## src/rtl/uart_imem_loader_pkg.sv

```systemverilog
// Shared constants for the UART boot loader: 8N1 frame geometry, FSM encodings
// and the default image size, which follows CELL_NUMBERS when that is defined.
`ifndef CELL_NUMBERS
`define CELL_NUMBERS 64
`endif

package uart_imem_loader_pkg;

    localparam int DATA_BITS = 8;

    localparam int DEFAULT_NUM_WORDS = `CELL_NUMBERS;

    typedef logic [DATA_BITS-1:0] rx_byte_t;

    localparam logic [1:0] RX_IDLE  = 2'd0;
    localparam logic [1:0] RX_START = 2'd1;
    localparam logic [1:0] RX_DATA  = 2'd2;
    localparam logic [1:0] RX_STOP  = 2'd3;

    localparam logic LD_LOAD = 1'b0;
    localparam logic LD_DONE = 1'b1;

endpackage

```

## src/rtl/uart_imem_loader_rx_byte.sv

```systemverilog
// 8N1 UART receiver: 2-FF synchronizer, mid-bit sampling, one-cycle byte strobe
// and a one-cycle pulse whenever a stop bit is sampled low.
module uart_rx_byte
    import uart_imem_loader_pkg::*;
#(
    parameter int CLKS_PER_BIT = 16
) (
    input  logic       clk,
    input  logic       rst,
    input  logic       uart_rx,
    output logic [7:0] rx_byte,
    output logic       byte_valid,
    output logic       frame_err_pulse
);

    localparam int CW = $clog2(CLKS_PER_BIT);
    localparam logic [CW-1:0] FULL_LAST = CW'(CLKS_PER_BIT - 1);
    localparam logic [CW-1:0] HALF_LAST = CW'(CLKS_PER_BIT / 2 - 1);

    logic           sync1_q, sync2_q;
    logic [1:0]     state_q, state_d;
    logic [CW-1:0]  clk_cnt_q, clk_cnt_d;
    logic [2:0]     bit_cnt_q, bit_cnt_d;
    rx_byte_t       shift_q, shift_d;
    logic           byte_valid_q, byte_valid_d;
    logic           ferr_q, ferr_d;
    logic           stop_err_q, stop_err_d;

    always_comb begin
        state_d      = state_q;
        clk_cnt_d    = clk_cnt_q;
        bit_cnt_d    = bit_cnt_q;
        shift_d      = shift_q;
        byte_valid_d = 1'b0;
        ferr_d       = 1'b0;
        stop_err_d   = stop_err_q;
        case (state_q)
            RX_IDLE: begin
                if (!sync2_q) begin
                    state_d   = RX_START;
                    clk_cnt_d = '0;
                end
            end
            RX_START: begin
                // A start bit that is high again at mid-bit was only a glitch.
                if (clk_cnt_q == HALF_LAST) begin
                    clk_cnt_d = '0;
                    bit_cnt_d = '0;
                    state_d   = sync2_q ? RX_IDLE : RX_DATA;
                end else begin
                    clk_cnt_d = clk_cnt_q + CW'(1);
                end
            end
            RX_DATA: begin
                if (clk_cnt_q == FULL_LAST) begin
                    clk_cnt_d = '0;
                    shift_d   = {sync2_q, shift_q[7:1]};
                    if (bit_cnt_q == 3'd7) begin
                        state_d = RX_STOP;
                    end else begin
                        bit_cnt_d = bit_cnt_q + 3'd1;
                    end
                end else begin
                    clk_cnt_d = clk_cnt_q + CW'(1);
                end
            end
            RX_STOP: begin
                // After a bad stop bit, stay here until the line idles high.
                if (stop_err_q) begin
                    if (sync2_q) begin
                        stop_err_d = 1'b0;
                        state_d    = RX_IDLE;
                    end
                end else if (clk_cnt_q == FULL_LAST) begin
                    clk_cnt_d = '0;
                    if (sync2_q) begin
                        byte_valid_d = 1'b1;
                        state_d      = RX_IDLE;
                    end else begin
                        ferr_d     = 1'b1;
                        stop_err_d = 1'b1;
                    end
                end else begin
                    clk_cnt_d = clk_cnt_q + CW'(1);
                end
            end
            default: state_d = RX_IDLE;
        endcase
    end

    always_ff @(posedge clk) begin
        if (!rst) begin
            sync1_q      <= 1'b1;
            sync2_q      <= 1'b1;
            state_q      <= RX_IDLE;
            clk_cnt_q    <= '0;
            bit_cnt_q    <= '0;
            shift_q      <= '0;
            byte_valid_q <= 1'b0;
            ferr_q       <= 1'b0;
            stop_err_q   <= 1'b0;
        end else begin
            sync1_q      <= uart_rx;
            sync2_q      <= sync1_q;
            state_q      <= state_d;
            clk_cnt_q    <= clk_cnt_d;
            bit_cnt_q    <= bit_cnt_d;
            shift_q      <= shift_d;
            byte_valid_q <= byte_valid_d;
            ferr_q       <= ferr_d;
            stop_err_q   <= stop_err_d;
        end
    end

    assign rx_byte         = shift_q;
    assign byte_valid      = byte_valid_q;
    assign frame_err_pulse = ferr_q;

endmodule

```

## src/rtl/uart_imem_loader.sv

```systemverilog
// Boot loader: packs little-endian UART bytes into 32-bit words, writes them to
// IMEM in order and holds the CPU in reset until NUM_WORDS words are stored.
module uart_imem_loader
    import uart_imem_loader_pkg::*;
#(
    parameter int CLKS_PER_BIT = 16,
    parameter int NUM_WORDS    = DEFAULT_NUM_WORDS,
    parameter int ADDR_W       = 6
) (
    input  logic              clk,
    input  logic              rst,
    input  logic              uart_rx,
    output logic              imem_we,
    output logic [ADDR_W-1:0] imem_addr,
    output logic [31:0]       imem_wdata,
    output logic              load_done,
    output logic              cpu_hold,
    output logic              frame_err
);

    localparam logic [ADDR_W-1:0] LAST_ADDR = ADDR_W'(NUM_WORDS - 1);

    logic [7:0]        rx_byte;
    logic              byte_valid;
    logic              frame_err_pulse;

    logic              state_q, state_d;
    logic [1:0]        byte_cnt_q, byte_cnt_d;
    logic [ADDR_W-1:0] word_cnt_q, word_cnt_d;
    logic [31:0]       word_q, word_d;
    logic [31:0]       assembled;
    logic              imem_we_q, imem_we_d;
    logic [ADDR_W-1:0] imem_addr_q, imem_addr_d;
    logic [31:0]       imem_wdata_q, imem_wdata_d;
    logic              load_done_q, load_done_d;
    logic              frame_err_q, frame_err_d;

    uart_rx_byte #(
        .CLKS_PER_BIT(CLKS_PER_BIT)
    ) u_rx (
        .clk            (clk),
        .rst            (rst),
        .uart_rx        (uart_rx),
        .rx_byte        (rx_byte),
        .byte_valid     (byte_valid),
        .frame_err_pulse(frame_err_pulse)
    );

    always_comb begin
        assembled = word_q;
        assembled[{byte_cnt_q, 3'b000} +: DATA_BITS] = rx_byte;
        state_d      = state_q;
        byte_cnt_d   = byte_cnt_q;
        word_cnt_d   = word_cnt_q;
        word_d       = word_q;
        imem_we_d    = 1'b0;
        imem_addr_d  = imem_addr_q;
        imem_wdata_d = imem_wdata_q;
        load_done_d  = load_done_q | (state_q == LD_DONE);
        frame_err_d  = frame_err_q | frame_err_pulse;
        if (state_q == LD_LOAD && byte_valid) begin
            byte_cnt_d = byte_cnt_q + 2'd1;
            word_d     = assembled;
            if (byte_cnt_q == 2'd3) begin
                imem_we_d    = 1'b1;
                imem_addr_d  = word_cnt_q;
                imem_wdata_d = assembled;
                word_d       = '0;
                // The counter stops at the last address so imem_addr never wraps.
                if (word_cnt_q == LAST_ADDR) begin
                    state_d = LD_DONE;
                end else begin
                    word_cnt_d = word_cnt_q + ADDR_W'(1);
                end
            end
        end
    end

    always_ff @(posedge clk) begin
        if (!rst) begin
            state_q      <= LD_LOAD;
            byte_cnt_q   <= '0;
            word_cnt_q   <= '0;
            word_q       <= '0;
            imem_we_q    <= 1'b0;
            imem_addr_q  <= '0;
            imem_wdata_q <= '0;
            load_done_q  <= 1'b0;
            frame_err_q  <= 1'b0;
        end else begin
            state_q      <= state_d;
            byte_cnt_q   <= byte_cnt_d;
            word_cnt_q   <= word_cnt_d;
            word_q       <= word_d;
            imem_we_q    <= imem_we_d;
            imem_addr_q  <= imem_addr_d;
            imem_wdata_q <= imem_wdata_d;
            load_done_q  <= load_done_d;
            frame_err_q  <= frame_err_d;
        end
    end

    assign imem_we    = imem_we_q;
    assign imem_addr  = imem_addr_q;
    assign imem_wdata = imem_wdata_q;
    assign load_done  = load_done_q;
    assign cpu_hold   = ~load_done_q;
    assign frame_err  = frame_err_q;

endmodule
```

## config.mk

```make
export PLATFORM = sky130hd
export DESIGN_NAME = uart_imem_loader
export DESIGN_NICKNAME = d
export VERILOG_FILES = /design/src/rtl/uart_imem_loader_pkg.sv /design/src/rtl/uart_imem_loader_rx_byte.sv /design/src/rtl/uart_imem_loader.sv
export SDC_FILE = /design/constraint.sdc
export NUM_CORES = 1
export LEC_CHECK = 0
export CAP_MARGIN = 10
export CORE_AREA = 2 2 124 126
export CTS_CLUSTER_DIAMETER = 200
export DETAILED_ROUTE_END_ITERATION = 7
export DIE_AREA = 0 0 126 128
export SLEW_MARGIN = 10
export SYNTH_ARGS = -nofsm -noshare
export SYNTH_HDL_FRONTEND = slang
export SYNTH_SLANG_ARGS = --single-unit
```

## constraint.sdc

```tcl
create_clock -name clk -period 4 [get_ports clk]
set_input_delay 0.6 -clock clk [delete_from_list [all_inputs] [get_ports clk]]
set_output_delay 0.6 -clock clk [all_outputs]
set_load 0.005 [all_outputs]
```

==> results of run 1 <==
-- registers in the layout, summed over array words and instances, names as in the netlist, 2 cells and up, named ones only --
register,flops
imem_addr,6
u_rx.rx_byte,8
u_rx.clk_cnt_q,4
word_cnt_q,6
word_q,32
u_rx.bit_cnt_q,3
byte_cnt_q,2
imem_wdata,32
-- cell type report --
cell class                 instances  area, µm²  share of cell area
multi-input combinational        321       2000               0.389
timing repair buffer              48        483              0.0941
clock buffer                       9        225              0.0439
clock inverter                     7       71.3              0.0139
tap                              188        235              0.0458
inverter                          10       37.5             0.00731
sequential                       104       2080               0.406
-- through the flow --
step                      instances   util
after floorplan                 478      -
after global placement          670  0.324
after detailed placement        670  0.324
after CTS                       686  0.344
after global routing            687  0.345
final                           687  0.345
-- worst register-to-register path, stage by stage, from the launching register on --
cell	delay, ps
dfxtp_1	470
ha_1	320
and3b_1	770
o21ai_0	400
o21a_1	270
o21a_1	170
-- worst max path at each step --
stage	to	slack [ps]	depth (start not counted)
3_3_place_gp	u_rx.clk_cnt_q[2]$_SDFFE_PN0P_	1510	5
6_report	word_cnt_q[3]$_SDFFE_PN0P_	1510	5
3_5_place_dp	u_rx.clk_cnt_q[2]$_SDFFE_PN0P_	1470	5
5_1_grt	word_cnt_q[3]$_SDFFE_PN0P_	1310	5
2_1_floorplan	imem_wdata[14]$_SDFFE_PN0P_	2210	7
4_1_cts	word_cnt_q[3]$_SDFFE_PN0P_	1500	5
-- power groups by stage --
| stage | combinational, W | clock [W] | sequential [W] |
|---|---|---|---|
| 2_1_floorplan | 0.0000303 | 0 | 0.00106 |
| 3_3_place_gp | 0.0000338 | 0 | 0.00107 |
| 3_5_place_dp | 0.0000348 | 0 | 0.00107 |
| 4_1_cts | 0.0000350 | 0.000905 | 0.00104 |
| 5_1_grt | 0.0000410 | 0.000954 | 0.00105 |
| 6_report | 0.0000367 | 0.000876 | 0.00104 |
-- logic make-up (layout without fill, tap and decap cells) --
family,after synthesis,count (layout)
AOI/OAI and AO/OA,133,133
xor gates and xnor gates,2,2
adders and majority gates,10,10
buffers and inverters,53,74
DFF,104,104
muxes,13,13
and+or+nand+nor,163,163
-- cells in the final DEF (no fill, tap or decap), types with 2 or more instances in the layout --
cell type,n
o21ai_0,29
a21o_1,2
o21ai_1,3
mux2i_1,12
nand3_1,7
buf_4,3
a31oi_1,9
inv_2,3
nor3b_1,2
a21oi_1,14
inv_1,7
clkinv_2,2
nand2_1,25
a211oi_1,9
o21a_1,4
a32oi_1,25
xor2_1,2
dfxtp_1,104
and2_1,3
and4_2,2
nand4_1,2
nor2b_1,6
and2b_1,4
a221oi_1,26
clkinvlp_4,3
ha_1,10
a2bb2oi_1,8
nand2b_1,5
and3_1,2
nor3_1,4
nor2_1,89
clkdlybuf4s50_1,44
clkbuf_16,9
-- layer usage --
layer  global-route usage  wire length [µm]
met5                    0                 0
met4               0.0407               123
met3               0.0317               390
met2                0.209              4940
met1                0.174              4850
==> results by group, run 1 <==
Floorplan
  • Num rows: 45
  • Io pins: 45
  • Initial core utilization: 0.292
  • Die footprint: 16100 µm²
  • Die Wd: 126 µm
  • Core area: 14900 µm²
  • Die height: 128 µm

Synthesis
  • Top cells by instance count after synthesis: dfxtp_1 (104), nor2_1 (89), o21ai_0 (29)
  • Largest area contributor in the netlist: dfxtp_1
  • Largest family of logic cells by synthesized area: compound AO/OA/AOI/OAI gates
  • Post-synthesis adder-cell area fraction: 0.0288
  • Syn nets: 491
  • Proportion of netlist area held by the largest area contributor: 0.479
  • Library cells used by synthesis: 50
  • Synth area leaders: dfxtp_1 (48%), nor2_1 (7.7%), a221oi_1 (5.2%)
  • Synth Area in Simple Gates: 0.178
  • Top_reg_cell synth: dfxtp_1
  • Synth Area per Inst: 9.09 µm²
  • Number of synthesized flops with an enable pin: 0
  • Synth Cell Area: 4340 µm²
  • Post-synthesis mux area share: 0.0302
  • Xor/xnor cell area share of the yosys netlist: 0.00403
  • Post-synthesis cell count: 478
  • Compound-gate portion of the synthesized area: 0.219
  • FFs w/ async S/R, synth: 0
  • #FFs+latches synth: 104
  • Seq/Total Area, Yosys: 0.479
  • Synth warn: 0
  • Top-count cell post-synth: dfxtp_1

CTS
  • Setup Fix Bufs, Post-CTS: 0
  • Clk sink count: 104
  • CTS Hold Buffers Added: 0
  • Cts repair resizes: 0
  • CTS Buf Count: 9
  • Clk root buf: clkbuf_16
  • Htree depth: 3
  • Clock buffer depth: 2
  • CTS tree: built
  • Clock-pin slew of the registers on the worst-case setup and hold paths: 70 ps
  • Worst skew pair latency: 340 ps

Setup path
  • CP max stage delay: 770 ps
  • CP arrival: 2730 ps
  • Worst Setup SP: byte_cnt_q[0]$_SDFFE_PN0N_
  • Critical path endpoint category: flop
  • Crit-path leading delay family: compound AO/OA/AOI/OAI gates
  • Worst r2r path cells: 5
  • Worst path slowest cell: and3b_1
  • Worst Path Required: 4240 ps
  • CP Class: flop to flop
  • R2R Setup Slk: 1510 ps
  • Crit path max fanout: 27
  • Top cell by count, worst path: o21a_1
  • FF-to-FF End: word_cnt_q[3]$_SDFFE_PN0P_
  • Critical Path, Cell by Cell: ha_1 > and3b_1 > o21ai_0 > o21a_1 > o21a_1
  • Setup crit start kind: flop
  • Reg2reg start: byte_cnt_q[0]$_SDFFE_PN0N_
  • Crit path buffers/inverters: 0

Final layout
  • Share of cells above drive strength 1: 0.0641
  • Fill cells: 1535
  • Area delta synth->final: 18.1%
  • Fin nets: 507
  • Ant. Diodes: 0
  • Design Area, Final: 5130 µm²

Detailed routing
  • DR WL/cell: 15.0 µm
  • Detail Route Antenna Nets: 0
  • Routed wire length: 10300 µm
  • DRT iter0 DRCs: 425
  • DRT Pass-1 Iters: 5
  • Drt drc: 0
  • Vias per cell: 5.14
  • Vias: 3533

Placement
  • Area post-placement: 4820 µm²
  • Gpl congestion: 0.771
  • Input/output buffers: 44
  • Post-place setup slack: 1470 ps
  • HPWL after DPL: 6780 µm

STA
  • Final Cycle Share: 0.622
  • Final Skew: 7.16 ps
  • Final worst slack: 1510 ps
  • Setup TNS Final: 0 ps
  • Final hold violation count: 0
  • Final Slew Violations: 0
  • Hold Slack: 413 ps
  • Worst slew pin tran: 1120 ps
  • RSZ-0062 raised after global routing: false
  • Post-layout minimum cycle time: 2490 ps
  • Fmax: 0.402 GHz
  • Worst slew margin: 0.254
  • Final setup viols: 0

Power
  • Part of the power in registers: 0.534
  • Switching power: 0.000421 W
  • Comb pwr share: 0.019
  • Clock share of power: 0.448
  • Pwr dens: 381 nW/µm²
  • Peak supply drop: 246 µV
  • Total power: 0.00196 W
  • Sw frac: 0.215
  • LEAKAGE: 1.84 nW
  • Internal power: 0.00154 W

Worst hold path
  • Hold_sp: u_rx.sync1_q$_SDFF_PN1_
  • HP Class: flop to flop
  • Hold Crit Depth: 1
  • Hold EP: u_rx.sync2_q$_SDFF_PN1_

Run status
  • Status: finished, final reports clean

Global routing
  • Largest net degree at the start of global routing: 73
  • Initial antenna violation count: 0
  • Vias in the first global route: 3338
  • Gr ovfl total: 0
  • GRT Overall Usage: 0.130
  • First-pass GRT wire length: 17000 µm

Run
  • # Max-Cap Violations: 0
(Power assumes the default switching activity.)
==> run 2: changes to the inputs <==
Clock period 4 ns to 2.5 ns, I/O delays scaled along.
==> results by group, run 2 (synthesized netlist as in run 1, its figures left out) <==
Detailed routing
  • Routed wire length: 10600 µm (+2.8%)
  • Vias per cell: 5.16 (+0.26%)
  • Drt drc: 0 (unchanged)
  • Detail Route Antenna Nets: 0 (unchanged)
  • Vias: 3573 (+1.1%)
  • DRT Pass-1 Iters: 5 (unchanged)
  • DRT iter0 DRCs: 215 (-49%)
  • DR WL/cell: 15.3 µm (+2.0%)

Setup path
  • Crit path buffers/inverters: 1 (+1)
  • Worst path slowest cell: ha_1
  • Critical path endpoint category: flop
  • CP arrival: 2290 ps (-440 ps)
  • Critical Path, Cell by Cell: inv_2 > ha_1 > nor2_2 > and4_2 > a221oi_1 > nor2_1
  • Setup crit start kind: flop
  • Crit path max fanout: 17 (-37%)
  • CP max stage delay: 500 ps (-270 ps)
  • CP Class: flop to flop
  • Crit-path leading delay family: simple AND/OR/NAND/NOR gates
  • Worst Path Required: 2730 ps (-1510 ps)

STA
  • Final Skew: 9.05 ps (+1.89 ps)
  • Final Slew Violations: 0 (unchanged)
  • RSZ-0062 raised after global routing: false
  • Final hold violation count: 0 (unchanged)
  • Fmax: 0.485 GHz (+21%)
  • Worst slew pin tran: 610 ps (-506 ps)
  • Setup TNS Final: 0 ps (unchanged)
  • Final setup viols: 0 (unchanged)
  • Final Cycle Share: 0.825 (+0.202)
  • Worst slew margin: 0.590 (+0.337)
  • Post-layout minimum cycle time: 2060 ps (-428 ps)

CTS
  • CTS tree: built
  • Clk sink count: 104 (unchanged)
  • CTS Hold Buffers Added: 0 (unchanged)
  • Cts repair resizes: 0 (unchanged)
  • Worst skew pair latency: 350 ps (about the same)
  • Clk root buf: clkbuf_16
  • Setup Fix Bufs, Post-CTS: 0 (unchanged)
  • Clock buffer depth: 2 (unchanged)
  • Htree depth: 3 (unchanged)
  • Clock-pin slew of the registers on the worst-case setup and hold paths: 70 ps (about the same)
  • CTS Buf Count: 9 (unchanged)

Final layout
  • Share of cells above drive strength 1: 0.0733 (+0.00914)
  • Area delta synth->final: 19.5%
  • Ant. Diodes: 0 (unchanged)
  • Commonest non-fill, non-tap cell in the layout: dfxtp_1
  • Fin nets: 513 (+1.2%)
  • Core Util, Final: 0.349 (+0.00387)
  • Most frequent cells in the layout: dfxtp_1 (104), nor2_1 (89), clkdlybuf4s50_1 (44)

Power
  • Total power: 0.00318 W (+62%)
  • Peak supply drop: 329 µV (+33%)
  • Pwr dens: 612 nW/µm² (+61%)
  • Clock share of power: 0.455 (+0.007)
  • Switching power: 0.000662 W (+57%)
  • Internal power: 0.00251 W (+64%)
  • Comb pwr share: 0.019 (about the same)
  • LEAKAGE: 1.89 nW (+2.4%)
  • Part of the power in registers: 0.526 (-0.008)
  • Sw frac: 0.208 (-0.00677)

Floorplan
  • Core area: 14900 µm² (unchanged)
  • Io pins: 45 (unchanged)
  • Die Wd: 126 µm (unchanged)
  • Num rows: 45 (unchanged)
  • Initial core utilization: 0.292 (unchanged)
  • Die height: 128 µm (unchanged)
  • Die footprint: 16100 µm² (unchanged)

Placement
  • HPWL after DPL: 7060 µm (+4.1%)
  • Gpl congestion: 0.786 (+1.9%)
  • Input/output buffers: 44 (unchanged)

Global routing
  • First-pass GRT wire length: 17400 µm (+2.7%)
  • Initial antenna violation count: 0 (unchanged)
  • Largest net degree at the start of global routing: 52 (-29%)
  • Gr ovfl total: 0 (unchanged)
  • GRT Overall Usage: 0.134 (+0.00354)
  • Vias in the first global route: 3419 (+2.4%)

Worst hold path
  • HP Class: flop to flop

Run
  • # Max-Cap Violations: 0 (unchanged)

Run status
  • Status: finished, final reports clean
-- run 2: cell count changes in the layout (fill, tap and decap cells not counted), sizes merged --
cell,before,now
clkinv,2,3
clkbuf,9,12
clkinvlp,3,0
inv,11,10
buf,4,10
-- run 2: final timing paths --
path	from	end	slack, ps	cells after the start
max	byte_cnt_q[0]$_SDFFE_PN0N_	imem_wdata[13]$_SDFFE_PN0P_	440	6
max reg2reg	byte_cnt_q[0]$_SDFFE_PN0N_	imem_wdata[13]$_SDFFE_PN0P_	440	6
min reg2reg	u_rx.sync1_q$_SDFF_PN1_	u_rx.sync2_q$_SDFF_PN1_	410	1
min	u_rx.sync1_q$_SDFF_PN1_	u_rx.sync2_q$_SDFF_PN1_	410	1
-- run 2: through the flow --
step | instances | worst slack [ps] | cell area, µm² | hold WS, ps
floorplan | 478 | 711 | 4340 | 386
global placement | 677 | 545 | 4880 | 395
detailed placement | 677 | 474 | 4880 | 398
CTS | 693 | 456 | 5190 | 414
global route | 693 | 305 | 5190 | 438
finish | 693 | 438 | 5190 | 411
-- run 2: area by class of cell --
cell class,instances,area [µm²]
sequential,104,2080
clock inverter,4,52.6
multi-input combinational,321,2000
clock buffer,12,256
fill,1516,9670
tap,188,235
inverter,10,37.5
timing repair buffer,54,528
-- run 2: power groups by stage --
stage	Combinational (W)	Sequential, W	Clock, W
2_1_floorplan	0.0000485	0.00170	0
3_3_place_gp	0.0000587	0.00171	0
3_5_place_dp	0.0000610	0.00171	0
4_1_cts	0.0000612	0.00167	0.00149
5_1_grt	0.0000668	0.00167	0.00154
6_report	0.0000604	0.00167	0.00144
-- run 2: metal layers --
metal,up-vias,track usage,part of all wire
li1,1758,-,-
met1,1712,0.171,0.45
met2,92,0.220,0.49
met3,11,0.0338,0.048
met4,0,0.0478,0.012
met5,-,0,0
